[src/rtl/rms_meter_if.sv]
// Handshake and result bus for rms_meter: control strobes in, window results out.
interface rms_meter_if #(parameter int DATA_W = 12);
  logic                  start;
  logic                  stop;
  logic                  mode_cont;
  logic [DATA_W-1:0]     ad_data;
  logic                  busy;
  logic                  done;
  logic [2*DATA_W-1:0]   ms_out;
  logic [DATA_W-1:0]     rms_out;

  modport master (output start, stop, mode_cont, ad_data,
                  input  busy, done, ms_out, rms_out);
  modport slave  (input  start, stop, mode_cont, ad_data,
                  output busy, done, ms_out, rms_out);
endinterface

[src/rtl/rms_meter.sv]
// Windowed mean-square / RMS meter over 2^LOG2_N ADC samples taken on samp_clk edges.
// Define RMS_SQRT_EN to build the restoring square-root stage; otherwise rms_out is 0.
module rms_meter #(
  parameter int DATA_W = 12,
  parameter int LOG2_N = 8,
  parameter int SIGNED = 0
) (
  input  logic        clk_sys,
  input  logic        rst,
  input  logic        samp_clk,
  rms_meter_if.slave  bus
);
  localparam int SQ_W  = 2*DATA_W;
  localparam int ACC_W = SQ_W + LOG2_N;
  localparam int CNT_W = LOG2_N + 1;
  localparam logic [CNT_W-1:0] N_SAMP = CNT_W'(1 << LOG2_N);

  typedef enum logic [2:0] {IDLE, ACCUM, LATCH, SQRT, DONE} state_t;

  state_t             state_q, state_d;
  logic               sync1_q, sync1_d, sync2_q, sync2_d, dly_q, dly_d;
  logic               mode_q, mode_d;
  logic [CNT_W-1:0]   cnt_q, cnt_d;
  logic [DATA_W-1:0]  samp_q, samp_d;
  logic [SQ_W-1:0]    sq_q, sq_d;
  logic [1:0]         vld_pipe_q, vld_pipe_d;
  logic [ACC_W-1:0]   acc_q, acc_d;
  logic [SQ_W-1:0]    ms_hold_q, ms_hold_d;
  logic [SQ_W-1:0]    ms_out_q, ms_out_d;
  logic               strobe;
  logic [DATA_W-1:0]  mag;
  logic [SQ_W-1:0]    mag_ext;

`ifdef RMS_SQRT_EN
  localparam int SC_W = $clog2(DATA_W);
  logic [SQ_W-1:0]    op_q, op_d;
  logic [DATA_W+1:0]  rem_q, rem_d, rem_t, trial;
  logic [DATA_W-1:0]  root_q, root_d;
  logic [SC_W-1:0]    scnt_q, scnt_d;
  logic [DATA_W-1:0]  rms_out_q, rms_out_d;
`endif

  assign strobe  = sync2_q & ~dly_q;
  // Signed squares go through the magnitude so the full-scale negative code fits DATA_W bits.
  assign mag     = (SIGNED != 0 && samp_q[DATA_W-1]) ? -samp_q : samp_q;
  assign mag_ext = {{DATA_W{1'b0}}, mag};

  always_comb begin
    state_d    = state_q;
    sync1_d    = samp_clk;
    sync2_d    = sync1_q;
    dly_d      = sync2_q;
    mode_d     = mode_q;
    cnt_d      = cnt_q;
    samp_d     = samp_q;
    sq_d       = mag_ext * mag_ext;
    vld_pipe_d = {vld_pipe_q[0], 1'b0};
    acc_d      = vld_pipe_q[1] ? acc_q + {{LOG2_N{1'b0}}, sq_q} : acc_q;
    ms_hold_d  = ms_hold_q;
    ms_out_d   = ms_out_q;
`ifdef RMS_SQRT_EN
    op_d      = op_q;
    rem_d     = rem_q;
    root_d    = root_q;
    scnt_d    = scnt_q;
    rms_out_d = rms_out_q;
    rem_t     = {rem_q[DATA_W-1:0], op_q[SQ_W-1 -: 2]};
    trial     = {root_q, 2'b01};
`endif
    case (state_q)
      IDLE: if (bus.start) begin
        acc_d   = '0;
        cnt_d   = '0;
        mode_d  = bus.mode_cont;
        state_d = ACCUM;
      end
      ACCUM: begin
        if (strobe && cnt_q != N_SAMP) begin
          samp_d        = bus.ad_data;
          vld_pipe_d[0] = 1'b1;
          cnt_d         = cnt_q + CNT_W'(1);
        end else if (cnt_q == N_SAMP && vld_pipe_q == 2'b00) begin
          state_d = LATCH;
        end
      end
      LATCH: begin
        ms_hold_d = acc_q[ACC_W-1 -: SQ_W];
`ifdef RMS_SQRT_EN
        op_d    = acc_q[ACC_W-1 -: SQ_W];
        rem_d   = '0;
        root_d  = '0;
        scnt_d  = SC_W'(DATA_W-1);
        state_d = SQRT;
`else
        state_d = DONE;
`endif
      end
`ifdef RMS_SQRT_EN
      SQRT: begin
        op_d = op_q << 2;
        if (rem_t >= trial) begin
          rem_d  = rem_t - trial;
          root_d = {root_q[DATA_W-2:0], 1'b1};
        end else begin
          rem_d  = rem_t;
          root_d = {root_q[DATA_W-2:0], 1'b0};
        end
        scnt_d = scnt_q - SC_W'(1);
        if (scnt_q == '0) state_d = DONE;
      end
`endif
      DONE: begin
        if (mode_q) begin
          acc_d   = '0;
          cnt_d   = '0;
          state_d = ACCUM;
        end else begin
          state_d = IDLE;
        end
      end
      default: state_d = IDLE;
    endcase
    if (bus.stop) state_d = IDLE;
    // Results load on entry to DONE so they are valid alongside the done pulse.
    if (state_d == DONE) begin
      ms_out_d = ms_hold_d;
`ifdef RMS_SQRT_EN
      rms_out_d = root_d;
`endif
    end
  end

  always_ff @(posedge clk_sys) begin
    if (rst) begin
      state_q    <= IDLE;
      sync1_q    <= 1'b0;
      sync2_q    <= 1'b0;
      dly_q      <= 1'b0;
      mode_q     <= 1'b0;
      cnt_q      <= '0;
      samp_q     <= '0;
      sq_q       <= '0;
      vld_pipe_q <= '0;
      acc_q      <= '0;
      ms_hold_q  <= '0;
      ms_out_q   <= '0;
    end else begin
      state_q    <= state_d;
      sync1_q    <= sync1_d;
      sync2_q    <= sync2_d;
      dly_q      <= dly_d;
      mode_q     <= mode_d;
      cnt_q      <= cnt_d;
      samp_q     <= samp_d;
      sq_q       <= sq_d;
      vld_pipe_q <= vld_pipe_d;
      acc_q      <= acc_d;
      ms_hold_q  <= ms_hold_d;
      ms_out_q   <= ms_out_d;
    end
  end

`ifdef RMS_SQRT_EN
  always_ff @(posedge clk_sys) begin
    if (rst) begin
      op_q      <= '0;
      rem_q     <= '0;
      root_q    <= '0;
      scnt_q    <= '0;
      rms_out_q <= '0;
    end else begin
      op_q      <= op_d;
      rem_q     <= rem_d;
      root_q    <= root_d;
      scnt_q    <= scnt_d;
      rms_out_q <= rms_out_d;
    end
  end
  assign bus.rms_out = rms_out_q;
`else
  assign bus.rms_out = '0;
`endif

  assign bus.busy   = (state_q != IDLE);
  assign bus.done   = (state_q == DONE);
  assign bus.ms_out = ms_out_q;
endmodule

[src/flat_wrapper.sv]
// flat-port wrapper written by rule: the top's interface ports become plain ports
module rms_meter_flat 
#(
  parameter int DATA_W = 12,
  parameter int LOG2_N = 8,
  parameter int SIGNED = 0
)
  (clk_sys, rst, samp_clk, bus_start, bus_stop, bus_mode_cont, bus_ad_data, bus_busy, bus_done, bus_ms_out, bus_rms_out);
  rms_meter_if #(.DATA_W(DATA_W)) bus_i ();
  input  logic clk_sys;
  input  logic rst;
  input  logic samp_clk;
  input wire logic [$bits(bus_i.start)-1:0] bus_start;
  input wire logic [$bits(bus_i.stop)-1:0] bus_stop;
  input wire logic [$bits(bus_i.mode_cont)-1:0] bus_mode_cont;
  input wire logic [$bits(bus_i.ad_data)-1:0] bus_ad_data;
  output wire logic [$bits(bus_i.busy)-1:0] bus_busy;
  output wire logic [$bits(bus_i.done)-1:0] bus_done;
  output wire logic [$bits(bus_i.ms_out)-1:0] bus_ms_out;
  output wire logic [$bits(bus_i.rms_out)-1:0] bus_rms_out;
  assign bus_i.start = bus_start;
  assign bus_i.stop = bus_stop;
  assign bus_i.mode_cont = bus_mode_cont;
  assign bus_i.ad_data = bus_ad_data;
  assign bus_busy = bus_i.busy;
  assign bus_done = bus_i.done;
  assign bus_ms_out = bus_i.ms_out;
  assign bus_rms_out = bus_i.rms_out;
  rms_meter #(.DATA_W(DATA_W), .LOG2_N(LOG2_N), .SIGNED(SIGNED)) u_core (.clk_sys(clk_sys), .rst(rst), .samp_clk(samp_clk), .bus(bus_i));
endmodule
[config.mk]
export PLATFORM = sky130hd
export DESIGN_NAME = rms_meter_flat
export DESIGN_NICKNAME = d
export VERILOG_FILES = /design/src/rtl/rms_meter_if.sv /design/src/rtl/rms_meter.sv /design/src/flat_wrapper.sv
export SDC_FILE = /design/constraint.sdc
export NUM_CORES = 1
export LEC_CHECK = 0
export ABC_AREA = 0
export ABC_CLOCK_PERIOD_IN_PS = 13700
export CAP_MARGIN = 30
export CORE_MARGIN = 1
export CORE_UTILIZATION = 35
export CTS_BUF_LIST = sky130_fd_sc_hd__clkbuf_4
export CTS_CLUSTER_SIZE = 8
export DETAILED_ROUTE_END_ITERATION = 8
export PLACE_DENSITY = 0.59
export SLEW_MARGIN = 20
export SYNTH_ARGS = -nofsm -noshare
export SYNTH_HDL_FRONTEND = slang
export SYNTH_SLANG_ARGS = --single-unit
[constraint.sdc]
create_clock -name clk_sys -period 13.7 [get_ports clk_sys]
set_input_delay 1.37 -clock clk_sys [delete_from_list [all_inputs] [get_ports clk_sys]]
set_output_delay 1.37 -clock clk_sys [all_outputs]
set_load 0.1 [all_outputs]
==> metrics.csv <==
stage;metric;value;unit
power_and_ir_drop;clock network fraction of total power;0.338;
critical_path;CP max stage cell;dfxtp_1;
critical_path;Worst Path Required;14.13;ns
global_routing;largest net degree at the start of global routing;69;
global_routing;antenna violations before repair;1;
power_and_ir_drop;PwrDens;53.3;nW/µm²
clocking;Post-CTS Setup Bufs;0;
power_and_ir_drop;total power;539;µW
clocking;Clock Path Buffers;2;
clocking;depth of the CTS H-tree;3;
critical_path;crit path max fanout;14;
power_and_ir_drop;Lkg Pwr;4.66;nW
logic_synthesis;yosys warns;0;
floorplan;# IOs;56;
power_and_ir_drop;Worst IR Drop VDD;0.0387;mV
clocking;# hold bufs at CTS;0;
critical_path;critical path launch point type;flop;
global_routing;first-pass GRT wire length;33900;µm
global_routing;Overflow after GRT;0;
critical_path;WP buf/inv;4;
timing;Final period util;0.413;
cells_and_area;commonest non-fill, non-tap cell in the layout;inv_1;
logic_synthesis;Avg Inst Size Synth;8.53;µm²
power_and_ir_drop;P_int;389;µW
cells_and_area;area delta synth->final;8.46;%
cells_and_area;final std cells w/o fill;1446;
floorplan;Core ar.;26100;µm²
power_and_ir_drop;Comb pwr share;0.067;
timing;max-slew violations;0;
drt;Routed WL per cell;13.7;µm
logic_synthesis;Synth top area share;0.234;
placement;Inst Count DP;1429;
placement;I/O Buffers;43;
logic_synthesis;Syn Std Cell Area;9310;µm²
logic_synthesis;post-synthesis sequential area ratio;0.234;
power_and_ir_drop;switching power share of the total;0.277;
critical_path;Worst path most repeated cell;fa_1;
hold_path;hold depth;1;
drt;via/cell ratio;4.87;
critical_path;Crit. End Element;flop;
timing;Worst Max-Slew Pin Slew;0.977;ns
clocking;clock tree sinks;109;
logic_synthesis;synth top area cells;dfxtp_1 23%, fa_1 18%, ha_1 11%;
cells_and_area;FF+latch area;2180;µm²
logic_synthesis;EDFF count, synth;0;
clocking;CTS root buf;clkbuf_4;
drt;Final Routed Wirelength;19700;µm
drt;Post-DRT Antenna Nets;0;
clocking;CTS tree;done;
timing;Rel. slew slack;0.347;
placement;dpl hpwl;15400;µm
logic_synthesis;area leader, netlist;dfxtp_1;
power_and_ir_drop;switching power;149;µW
logic_synthesis;post-synthesis instance total;1092;
timing;Achievable Freq;0.177;GHz
clocking;Resized cells post-CTS;0;
cells_and_area;Fillers;2685;
critical_path;Worst EP arrival;6.09;ns
placement;gpl congestion;0.822;
critical_path;Critical Path, Cell by Cell;and2_1 > inv_1 > fa_1 > inv_1 > fa_1 > fa_1 > fa_1 > inv_1 > fa_1 > inv_1 > ha_1 > a21o_1 > o21bai_1 > a31o_2 > o21ai_0 > a21oi_1 > or3_1 > a21oi_1;
floorplan;row cnt;59;
cells_and_area;nets;1290;
power_and_ir_drop;Reg power frac;0.595;
floorplan;Die Y;165;µm
floorplan;Die X;165;µm
timing;Sum Neg Setup Slack;0;ns
clocking;Inserted Clock Buffers;9;
critical_path;R2R depth;18;
hold_path;Min-Delay Path Class;reg2reg;
timing;final hold vios;0;
critical_path;max incr delay on CP;0.66;ns
critical_path;critical path class;reg2reg;
logic_synthesis;Synth Register Bits;109;
logic_synthesis;Most used DFF post-synth;dfxtp_1;
cells_and_area;multi-input logic area;6270;µm²
floorplan;die area;27300;µm²
cells_and_area;layout cells sized above 1;0.0396;
global_routing;vias in the first global route;7091;
drt;Post-route DRC;0;
timing;Final Setup Violations;0;
logic_synthesis;Async S/R FF share, synth;0;
floorplan;Initial Util;0.357;
timing;RSZ-0062 raised after global routing;no;
cells_and_area;commonest non-fill, non-tap cells in the layout;159 x inv_1, 118 x nand2_1, 109 x dfxtp_1;
timing;skew final;0.0307;ns
global_routing;Tot GR Track Use;0.155;
outcome;status;complete, no violations;
flow_run;Max Cap Viol;0;
logic_synthesis;library cells used by synthesis;71;
clocking;Worst-Skew Late Latency;0.51;ns
drt;First DRT Iteration DRCs;225;
critical_path;WP depth;18;
timing;clock period minus worst slack;5.66;ns
cells_and_area;post-layout util;0.388;
drt;DRT Pass-1 Iters;4;
drt;DR vias;7037;
clocking;Reg clk slew, reported paths;0.20;ns
timing;Hold Slack;0.457;ns
critical_path;CP top delay family;adder cells;
final timing paths:
path	slack, ns	start	to
max reg2reg	8.04	u_core.mag[2]	u_core.sq_q[23]
min reg2reg	0.46	u_core.sync1_q	u_core.dly_d
min	0.46	u_core.sync1_q	u_core.dly_d
max	8.04	u_core.mag[2]	u_core.sq_q[23]
final cells by class:
class,count,area share
well taps,335,0.0415
flip-flops and latches,109,0.216
repair buffers,49,0.0469
clock buffers,10,0.00743
inverters,160,0.0595
multi-input cells,776,0.620
diodes,1,0.000248
clock inverters,6,0.00805
cell usage after synthesis (3+ instances only):
library cell,n
o22ai_1,3
buf_4,14
a31oi_1,9
nand2_1,118
a21o_1,20
o21bai_1,7
o211ai_1,3
nand3_1,14
and2_1,43
o21a_1,7
nor3b_1,3
dfxtp_1,109
nand4_1,12
a21oi_1,67
nor2_1,83
nor3_1,12
clkbuf_1,37
fa_1,82
mux2i_1,24
and3_1,4
inv_1,159
mux2_2,4
o21ai_0,29
a221oi_1,3
or3_1,7
or4_1,3
ha_1,85
and4_1,5
xor2_1,19
a211oi_1,9
xnor2_1,22
nand2b_1,7
clkbuf_8,3
nor2b_1,15
logic make-up after synthesis:
group           after synthesis  synth area share
simple gates                340             0.176
buf+inv                     218            0.0977
compound gates              188             0.132
fa+ha+maj                   167             0.290
flops                       109             0.234
xor+xnor                     41            0.0386
mux                          28            0.0306
other cells                   1          0.000403
registers in the layout, indices dropped and copies added, names as in the netlist:
register	count
u_core.dly_q	1
u_core.vld_pipe_q	2
u_core.mag	12
u_core.mode_q	1
u_core.cnt_q	9
u_core.state_q	3
u_core.sync1_q	1
u_core.dly_d	1
u_core.bus.ms_out	24
u_core.sq_q	23
u_core.acc_q	32
routing by layer:
metal / track usage / wire [µm] / up-vias
li1: - / - / 3576
met2: 0.272 / 9440 / 72
met4: 0.0317 / 155 / 0
met5: 0 / 0 / -
met1: 0.201 / 9660 / 3382
met3: 0.0225 / 485 / 7
power groups by stage:
stage	Clock, mW	Combinational (mW)	Sequential [mW]
2_1_floorplan	0	0.0314	0.326
3_3_place_gp	0	0.0367	0.327
3_5_place_dp	0	0.0370	0.327
4_1_cts	0.193	0.0371	0.321
5_1_grt	0.204	0.0393	0.321
6_report	0.182	0.0363	0.320
per-stage QoR:
| stage | area, µm² | setup WS [ns] |
|---|---|---|
| floorplan | 9360 | 8.36 |
| finish | 10100 | 8.04 |
| global route | 10100 | 7.75 |
| CTS | 10100 | 8.04 |
| global placement | 9930 | 8.18 |
| detailed placement | 9940 | 8.08 |
(Power assumes the default switching activity.)
